$ cat config.mk
export PLATFORM = sky130hd
export DESIGN_NAME = booth_mac_acc
export DESIGN_NICKNAME = d
export VERILOG_FILES = /design/src/rtl/booth_mac_acc.sv
export SDC_FILE = /design/constraint.sdc
export NUM_CORES = 1
export LEC_CHECK = 0
export CAP_MARGIN = 5
export CELL_PAD_IN_SITES_DETAIL_PLACEMENT = 1
export CELL_PAD_IN_SITES_GLOBAL_PLACEMENT = 1
export CORE_ASPECT_RATIO = 0.8
export CORE_MARGIN = 1.5
export CORE_UTILIZATION = 39
export DETAILED_ROUTE_END_ITERATION = 8
export GPL_ROUTABILITY_DRIVEN = 1
export PLACE_DENSITY = 0.85
export SETUP_SLACK_MARGIN = 0.02
export SLEW_MARGIN = 40
export SYNTH_ARGS = -nofsm -noshare
export SYNTH_HDL_FRONTEND = slang
export SYNTH_SLANG_ARGS = --single-unit
$ cat constraint.sdc
create_clock -name clk -period 4.6 [get_ports clk]
set_input_delay 0.92 -clock clk [delete_from_list [all_inputs] [get_ports clk]]
set_output_delay 0.92 -clock clk [all_outputs]
set_load 0.01 [all_outputs]
$ cat src/rtl/booth_mac_acc.sv
// booth_mac_acc: accumulates ACC_LEN signed 64-bit products from the Booth
// multiplier's four-phase req/ack output.
// The finished, sign-extended sum is offered on a valid/ready port.
// req_in is synchronised into clk before use.
module booth_mac_acc #(
    parameter int ACC_LEN     = 8,
    parameter int ACC_W       = 72,
    parameter int SYNC_STAGES = 2
) (
    input  logic             clk,
    input  logic             reset,
    input  logic [63:0]      prod_in,
    input  logic             req_in,
    output logic             ack_out,
    output logic [ACC_W-1:0] acc_out,
    output logic             acc_valid,
    input  logic             acc_ready,
    output logic             ovf
);

    typedef enum logic [1:0] {
        ST_FLUSH = 2'd0,
        ST_IDLE  = 2'd1,
        ST_HOLD  = 2'd2,
        ST_DONE  = 2'd3
    } state_t;

    localparam logic [8:0] LEN_C       = 9'(ACC_LEN);
    localparam logic [1:0] FLUSH_LEN_C = 2'(SYNC_STAGES);

    state_t                 state_r, state_nxt_s;
    logic [SYNC_STAGES-1:0] sync_r;
    logic                   req_s;
    logic [8:0]             cnt_r, cnt_nxt_s;
    logic [1:0]             flush_cnt_r, flush_cnt_nxt_s;
    logic [ACC_W-1:0]       acc_r, acc_nxt_s;
    logic                   ovf_r, ovf_nxt_s;
    logic                   ack_r, ack_nxt_s;
    logic                   valid_r, valid_nxt_s;
    logic [ACC_W-1:0]       prod_ext_s;
    logic [ACC_W-1:0]       sum_s;
    logic                   ovf_add_s;

    // Synchroniser chain for the asynchronous request line.
    always_ff @(posedge clk) begin
        if (reset) begin
            sync_r <= '0;
        end else begin
            sync_r <= {sync_r[SYNC_STAGES-2:0], req_in};
        end
    end

    assign req_s = sync_r[SYNC_STAGES-1];

    // Sign-extended add with two's-complement overflow detection.
    always_comb begin
        prod_ext_s = ACC_W'($signed(prod_in));
        sum_s      = acc_r + prod_ext_s;
        ovf_add_s  = (acc_r[ACC_W-1] == prod_ext_s[ACC_W-1]) &&
                     (sum_s[ACC_W-1] != acc_r[ACC_W-1]);
    end

    // Next-state and next-datapath logic for the handshake/accumulate FSM.
    // FLUSH first lets the synchroniser refill from live req_in.
    // After that, a request held high across reset is seen and waited out.
    always_comb begin
        state_nxt_s     = state_r;
        cnt_nxt_s       = cnt_r;
        flush_cnt_nxt_s = flush_cnt_r;
        acc_nxt_s       = acc_r;
        ovf_nxt_s       = ovf_r;
        ack_nxt_s       = ack_r;
        valid_nxt_s     = valid_r;
        case (state_r)
            ST_FLUSH: begin
                ack_nxt_s   = 1'b0;
                valid_nxt_s = 1'b0;
                if (flush_cnt_r != FLUSH_LEN_C) begin
                    flush_cnt_nxt_s = flush_cnt_r + 2'd1;
                end else if (!req_s) begin
                    state_nxt_s = ST_IDLE;
                end else begin
                    state_nxt_s = ST_FLUSH;
                end
            end
            ST_IDLE: begin
                if (req_s) begin
                    acc_nxt_s   = sum_s;
                    cnt_nxt_s   = cnt_r + 9'd1;
                    ovf_nxt_s   = ovf_r | ovf_add_s;
                    ack_nxt_s   = 1'b1;
                    state_nxt_s = ST_HOLD;
                end else begin
                    ack_nxt_s   = 1'b0;
                    state_nxt_s = ST_IDLE;
                end
            end
            ST_HOLD: begin
                if (!req_s) begin
                    ack_nxt_s = 1'b0;
                    if (cnt_r == LEN_C) begin
                        valid_nxt_s = 1'b1;
                        state_nxt_s = ST_DONE;
                    end else begin
                        state_nxt_s = ST_IDLE;
                    end
                end else begin
                    ack_nxt_s   = 1'b1;
                    state_nxt_s = ST_HOLD;
                end
            end
            ST_DONE: begin
                ack_nxt_s = 1'b0;
                if (valid_r && acc_ready) begin
                    acc_nxt_s   = '0;
                    cnt_nxt_s   = 9'd0;
                    ovf_nxt_s   = 1'b0;
                    valid_nxt_s = 1'b0;
                    state_nxt_s = ST_IDLE;
                end else begin
                    state_nxt_s = ST_DONE;
                end
            end
            default: begin
                ack_nxt_s   = 1'b0;
                valid_nxt_s = 1'b0;
                state_nxt_s = ST_FLUSH;
            end
        endcase
    end

    // State and datapath registers; reset wins over any same-cycle event.
    always_ff @(posedge clk) begin
        if (reset) begin
            state_r     <= ST_FLUSH;
            cnt_r       <= 9'd0;
            flush_cnt_r <= 2'd0;
            acc_r       <= '0;
            ovf_r       <= 1'b0;
            ack_r       <= 1'b0;
            valid_r     <= 1'b0;
        end else begin
            state_r     <= state_nxt_s;
            cnt_r       <= cnt_nxt_s;
            flush_cnt_r <= flush_cnt_nxt_s;
            acc_r       <= acc_nxt_s;
            ovf_r       <= ovf_nxt_s;
            ack_r       <= ack_nxt_s;
            valid_r     <= valid_nxt_s;
        end
    end

    assign ack_out   = ack_r;
    assign acc_out   = acc_r;
    assign acc_valid = valid_r;
    assign ovf       = ovf_r;

endmodule

== Word level (Yosys, flattened, before mapping) ==
Cells that the tools add are included.
Storage, ports and cells
  bits in registers: 90
  latch bits: 0
  memory bits (writable): 0
  bits in read-only memories: 0
  input port bits: 68
  output and inout port bits: 75
  word-level logic and storage cells: 55
  memories kept: 0
Cells by class
  add/sub/neg operators: 3
  $mul: 0
  divide/modulo/power cells: 0
  order comparisons: 0
  equality and inequality tests: 12
  shifts and indexed selects: 0
  mux-type cells: 21
  bitwise logic cells: 1
  reduce and logical (&&, ||, !) cells: 10
Operators with widths (number)
  2-to-1 mux 72 bit: 2
  case mux 72 bit (2 select lines): 1
  adder 72 bit: 1
  2-to-1 mux 9 bit: 2
  case mux 9 bit (2 select lines): 1
  != test 2 bit, second input constant: 6
  2-to-1 mux 2 bit: 5
  adder 9 x 1 -> 9 bit, second input constant: 1
  equality test 9 x 4 -> 1 bit, second input constant: 1
  case mux 2 bit (4 select lines): 1
  2-to-1 mux 1 bit: 6
  equality test 2 bit, second input constant: 2
  case mux 1 bit (2 select lines): 2
  AND reduction 4 bit: 1
  OR reduction 2 bit: 2
  case mux 1 bit (3 select lines): 1
  AND reduction 3 bit: 1
  nonzero test 3 bit: 1
  adder 2 x 1 -> 2 bit, second input constant: 1
  equality test 2 x 1 -> 1 bit, second input constant: 1
  logical AND 1 bit: 2
  zero test 2 bit: 1
  AND reduction 2 bit: 1
  nonzero test 2 bit: 1
  3 further kinds: 3

== Longest topological paths before layout ==
Gate-level depths: netlist of the first run.
  depth after elaboration: 6
  gate-level depth with buffers: 13
  depth with buffers taken out: 13

== Least setup slack after synthesis of the first run ==
No wires, ideal clock.
  kind: input-to-reg
  from: in prod_in[0]
  to: reg acc_r[64], in the netlist acc_out[64]
  setup time: 117 ps
  arrival: 3393 ps
  required time: 4483 ps
  setup slack: 1090 ps
  stages on the path: 13
  buffers on the path: 0
  path through: ha_1 > inv_1 > fa_1 > nand2b_1 > a21o_1 > a31o_2 > o311ai_4 > a41oi_1 > a21boi_2 > a21oi_2 > o41ai_2 > xor2_1 > a22o_1
Between the ends
  cells in the longest elaborated chain, start to end: 3
Ends and longest elaborated chain
  from (decl): line 12  | input logic [63:0] prod_in,
  adder 72 bit: line 58  | sum_s = acc_r + prod_ext_s;
  2-to-1 mux 72 bit: line 87  | if (req_s) begin
  case mux 72 bit (2 select lines): line 74  | case (state_r)
  to (signal assigned): line 146  | acc_r <= acc_nxt_s;
  to (decl): line 36  | logic [ACC_W-1:0] acc_r, acc_nxt_s;
No other way between the ends. The select of a mux whose other input is x is not followed.
A chain may end at the register's enable or synchronous reset.

== Final worst setup path of the first run ==
Same ends and word-level chain as after synthesis.

==> results of run 1 <==
[area by class of cell]
| type | instances | share of cell area, % |
|---|---|---|
| clock buffers | 12 | 2.71 |
| clock inverters | 4 | 0.278 |
| inverters | 28 | 1.11 |
| multi-input cells | 826 | 57.8 |
| flip-flops and latches | 90 | 19.1 |
| well taps | 258 | 3.41 |
| repair buffers | 150 | 15.7 |
[worst min-delay path by stage]
stage | from | end | slack (ps) | cells past startpoint
3_3_place_gp | sync_r[0] | sync_r[1] | 420 | 1
3_5_place_dp | sync_r[0] | sync_r[1] | 440 | 1
4_1_cts | sync_r[0] | sync_r[1] | 460 | 1
6_report | sync_r[0] | sync_r[1] | 450 | 1
5_1_grt | sync_r[0] | sync_r[1] | 480 | 1
2_1_floorplan | sync_r[0] | sync_r[1] | 410 | 1
[per-layer routing]
layer / vias to the layer above / part of all wire (%) / GRT usage (%)
met5: - / 0 / 0
met4: 0 / 1.6 / 6.83
met3: 30 / 5.7 / 4.76
met2: 209 / 44 / 39.8
met1: 3839 / 48 / 33.9
li1: 3864 / - / -
[state kept, by name (all words and copies together) (netlist names)]
register	count
state_r	2
ack_out	1
cnt_r	9
ovf	1
flush_cnt_r	2
acc_out	72
acc_valid	1
sync_r	2
[cells in the final DEF (no fill, tap or decap), types with 9 or more instances in the layout]
cell type / Yosys / routed
a31oi_1: 12 / 12
clkbuf_16: 0 / 9
nor2b_1: 11 / 11
xnor2_1: 40 / 40
nor2_1: 84 / 83
inv_1: 28 / 28
a22oi_1: 32 / 32
nand3_1: 15 / 15
nor3_1: 21 / 21
nand4_1: 28 / 28
ha_1: 78 / 78
clkdlybuf4s50_1: 0 / 142
o21bai_1: 19 / 19
a21o_1: 28 / 28
dfxtp_1: 90 / 90
a21oi_1: 101 / 101
o21ai_1: 10 / 10
nand2_1: 109 / 109
a211oi_1: 11 / 11
o21ai_0: 74 / 74
and2_1: 9 / 9
xor2_1: 32 / 32
[report_power, final]
| group | switching, mW | internal (mW) | leakage, nW |
|---|---|---|---|
| logic | 0.667 | 0.490 | 2.91 |
| registers | 0.0628 | 0.852 | 0.728 |
| clock network | 0.340 | 0.396 | 0.139 |
| total | 1.07 | 1.74 | 3.78 |
[kinds of logic (layout without fill, tap and decap cells)]
family	after synthesis	after routing
xor+xnor	72	72
flops	90	90
mux	2	2
compound gates	353	353
buf+inv	85	194
fa+ha+maj	79	79
simple gates	320	320
==> impl_results.md, run 1 <==
- Largest family of logic cells by synthesized area: compound AO/OA/AOI/OAI gates
- Grt total ovfl: 0
- H-tree levels: 3
- Slew @ Worst Pin: approximately 760 ps
- CTS hold repair buffers: 0
- RSZ-0062 raised after global routing: false
- Die width: between 150 and 200 um
- Ant diodes: 0
- Non-filler cells, final: approximately 1400
- Syn_nets: between 1000 and 1500
- Most instantiated library cell after synthesis: nand2_1
- Vias in the first global route: around 8000
- R2r setup slk: ~1300 ps
- Area of the multi-input gates: ~5500 um2
- Worst reg2reg path depth: 13
- Hold_ws: roughly 450 ps
- First-pass GRT wire length: 41.3 mm
- Slowest CP cell: clkdlybuf4s50_1
- Critical Path Max Stage Delay: 470 ps
- Tmin final: around 4000 ps
- Maximum vdd drop: between 0.00015 and 0.0002 V
- CTS Buffer Depth: 2
- WP depth: 14
- Main area contributors after synthesis: dfxtp_1 (24%), ha_1 (13%), a21oi_1 (6.7%), nand2_1 (5.4%), o21ai_0 (4.9%)
- Clk pin slew, worst setup/hold paths: around 70 ps
- Antenna Nets Post-Route: 0
- Port Buffers: between 100 and 150
- CP Launch Type: input pin
- Fin area: about 9500 um2
- Placed Cells: 1352
- Post-synthesis simple-gate area fraction: 20.2%
- Post-synthesis instance total: around 1000
- I/O pin cnt: 143
- Worst setup path class: input pin to flip-flop
- Gpl congestion: about 0.89
- Area after DPL: around 9200 um2
- Post-Synth Adder-Cell Area: 13.1%
- Netlist cell types: just under 70
- Leak: roughly 3.8 nW
- Max-slew headroom: 49.4%
- Post-synthesis mux area share: less than 1%
- Post-CTS Setup Bufs: 0
- Power Dens Cells: between 200 and 300 nW/um2
- Die Ht: around 130 um
- Period utilisation layout: 87.4%
- Max-Cap Viols: 0
- Register area share after synthesis: between 20% and 30%
- Status: completed
- Reg-to-Reg Start: acc_out[0]
- Post-Place Setup Slack: about 270 ps
- Crit path from: prod_in[0]
- Initial Util: about 40%
- Root Buffer: clkbuf_16
- Drt initial violations: between 600 and 700
- Final Util: 49.7%
- CTS buffer count: 9
- Post-synth top cells: nand2_1 (109), a21oi_1 (101), dfxtp_1 (90)
- # rows: 45
- Synth Warn #: 0
- Buffers plus inverters on the worst setup path: 2
- Reg-to-Reg End: acc_out[64]
- Crit end category: flip-flop
- EDFF count, synth: 0
- Via/cell ratio: around 5.8
- PnR worst setup slack: between 500 and 600 ps
- Required time worst endpoint: roughly 4800 ps
- Ys flop type: dfxtp_1
- Die area: ~20000 um2
- Hold Vio Cnt, Final: 0
- Nets: roughly 1300
- Core area: 19000 um2
- Worst hold path type: flip-flop to flip-flop
- Share of the synthesized area in the top cell type: around a quarter
- Asr flop ratio synth: 0%
- Area Overhead vs Synth: 24.5%
- # fillers: roughly 2400
- Synthesized area per cell: ~7.6 um2
- DR WL/cell: between 15 and 20 um
- Layout cell share with drive strength beyond 1: between 3 and 4%
- Post-synth top area cell: dfxtp_1
- Worst path cell trace: clkdlybuf4s50_1, ha_1, inv_1, fa_1, nand2b_1, a21o_1, a31o_2, o311ai_4, a41oi_1, a21boi_2, a21oi_2, o41ai_2, xor2_1, a22o_1
- Cell area after synthesis: approximately 7600 um2
- Setup_tns: 0 ps
- Worst-case clock skew: ~8.9 ps
- Tot GR Track Use: about a quarter
- Crit path max-delay family: compound AO/OA/AOI/OAI gates
- TritonCTS clock tree: built
- Largest net degree at the start of global routing: 40
- Design Power: ~2.8 mW
- HPWL after detailed placement: about 20 mm
- XOR/XNOR share of the synthesized area: 8.30%
- Post-CTS resize count: 0
- Critical path data arrival time: approximately 4300 ps
- Setup Viol. Count Final: 0
- Critical path fanouts, max: 4
- Fmax achieved: about 250 MHz
- Vias: around 8000
- DR pass1 iterations: 5
- Complex-gate fraction of the synthesized area: between 30% and 40%
- Initial antenna violation count: 0
- Worst-Skew Late Latency: 360 ps
- Seq. cell area: about 1800 um2
- Routed wire length: 25.2 mm
- Num Clock Sinks: 90
- Worst Setup EP: acc_out[64]
- DRC violations left: 0
- Synth Register Bits: 90
- Max Slew Vio Count: 0
(Power assumes the default switching activity.)
==> run 2, diff against run 1 <==
--- a/config.mk
+++ b/config.mk
@@ -15,7 +15,7 @@
 export GPL_ROUTABILITY_DRIVEN = 1
 export PLACE_DENSITY = 0.85
 export SETUP_SLACK_MARGIN = 0.02
-export SLEW_MARGIN = 40
+export SLEW_MARGIN = 20
 export SYNTH_ARGS = -nofsm -noshare
 export SYNTH_HDL_FRONTEND = slang
 export SYNTH_SLANG_ARGS = --single-unit
==> results of run 2 <==
Same layout as run 1: the final DEF is identical, and so are final timing and power.
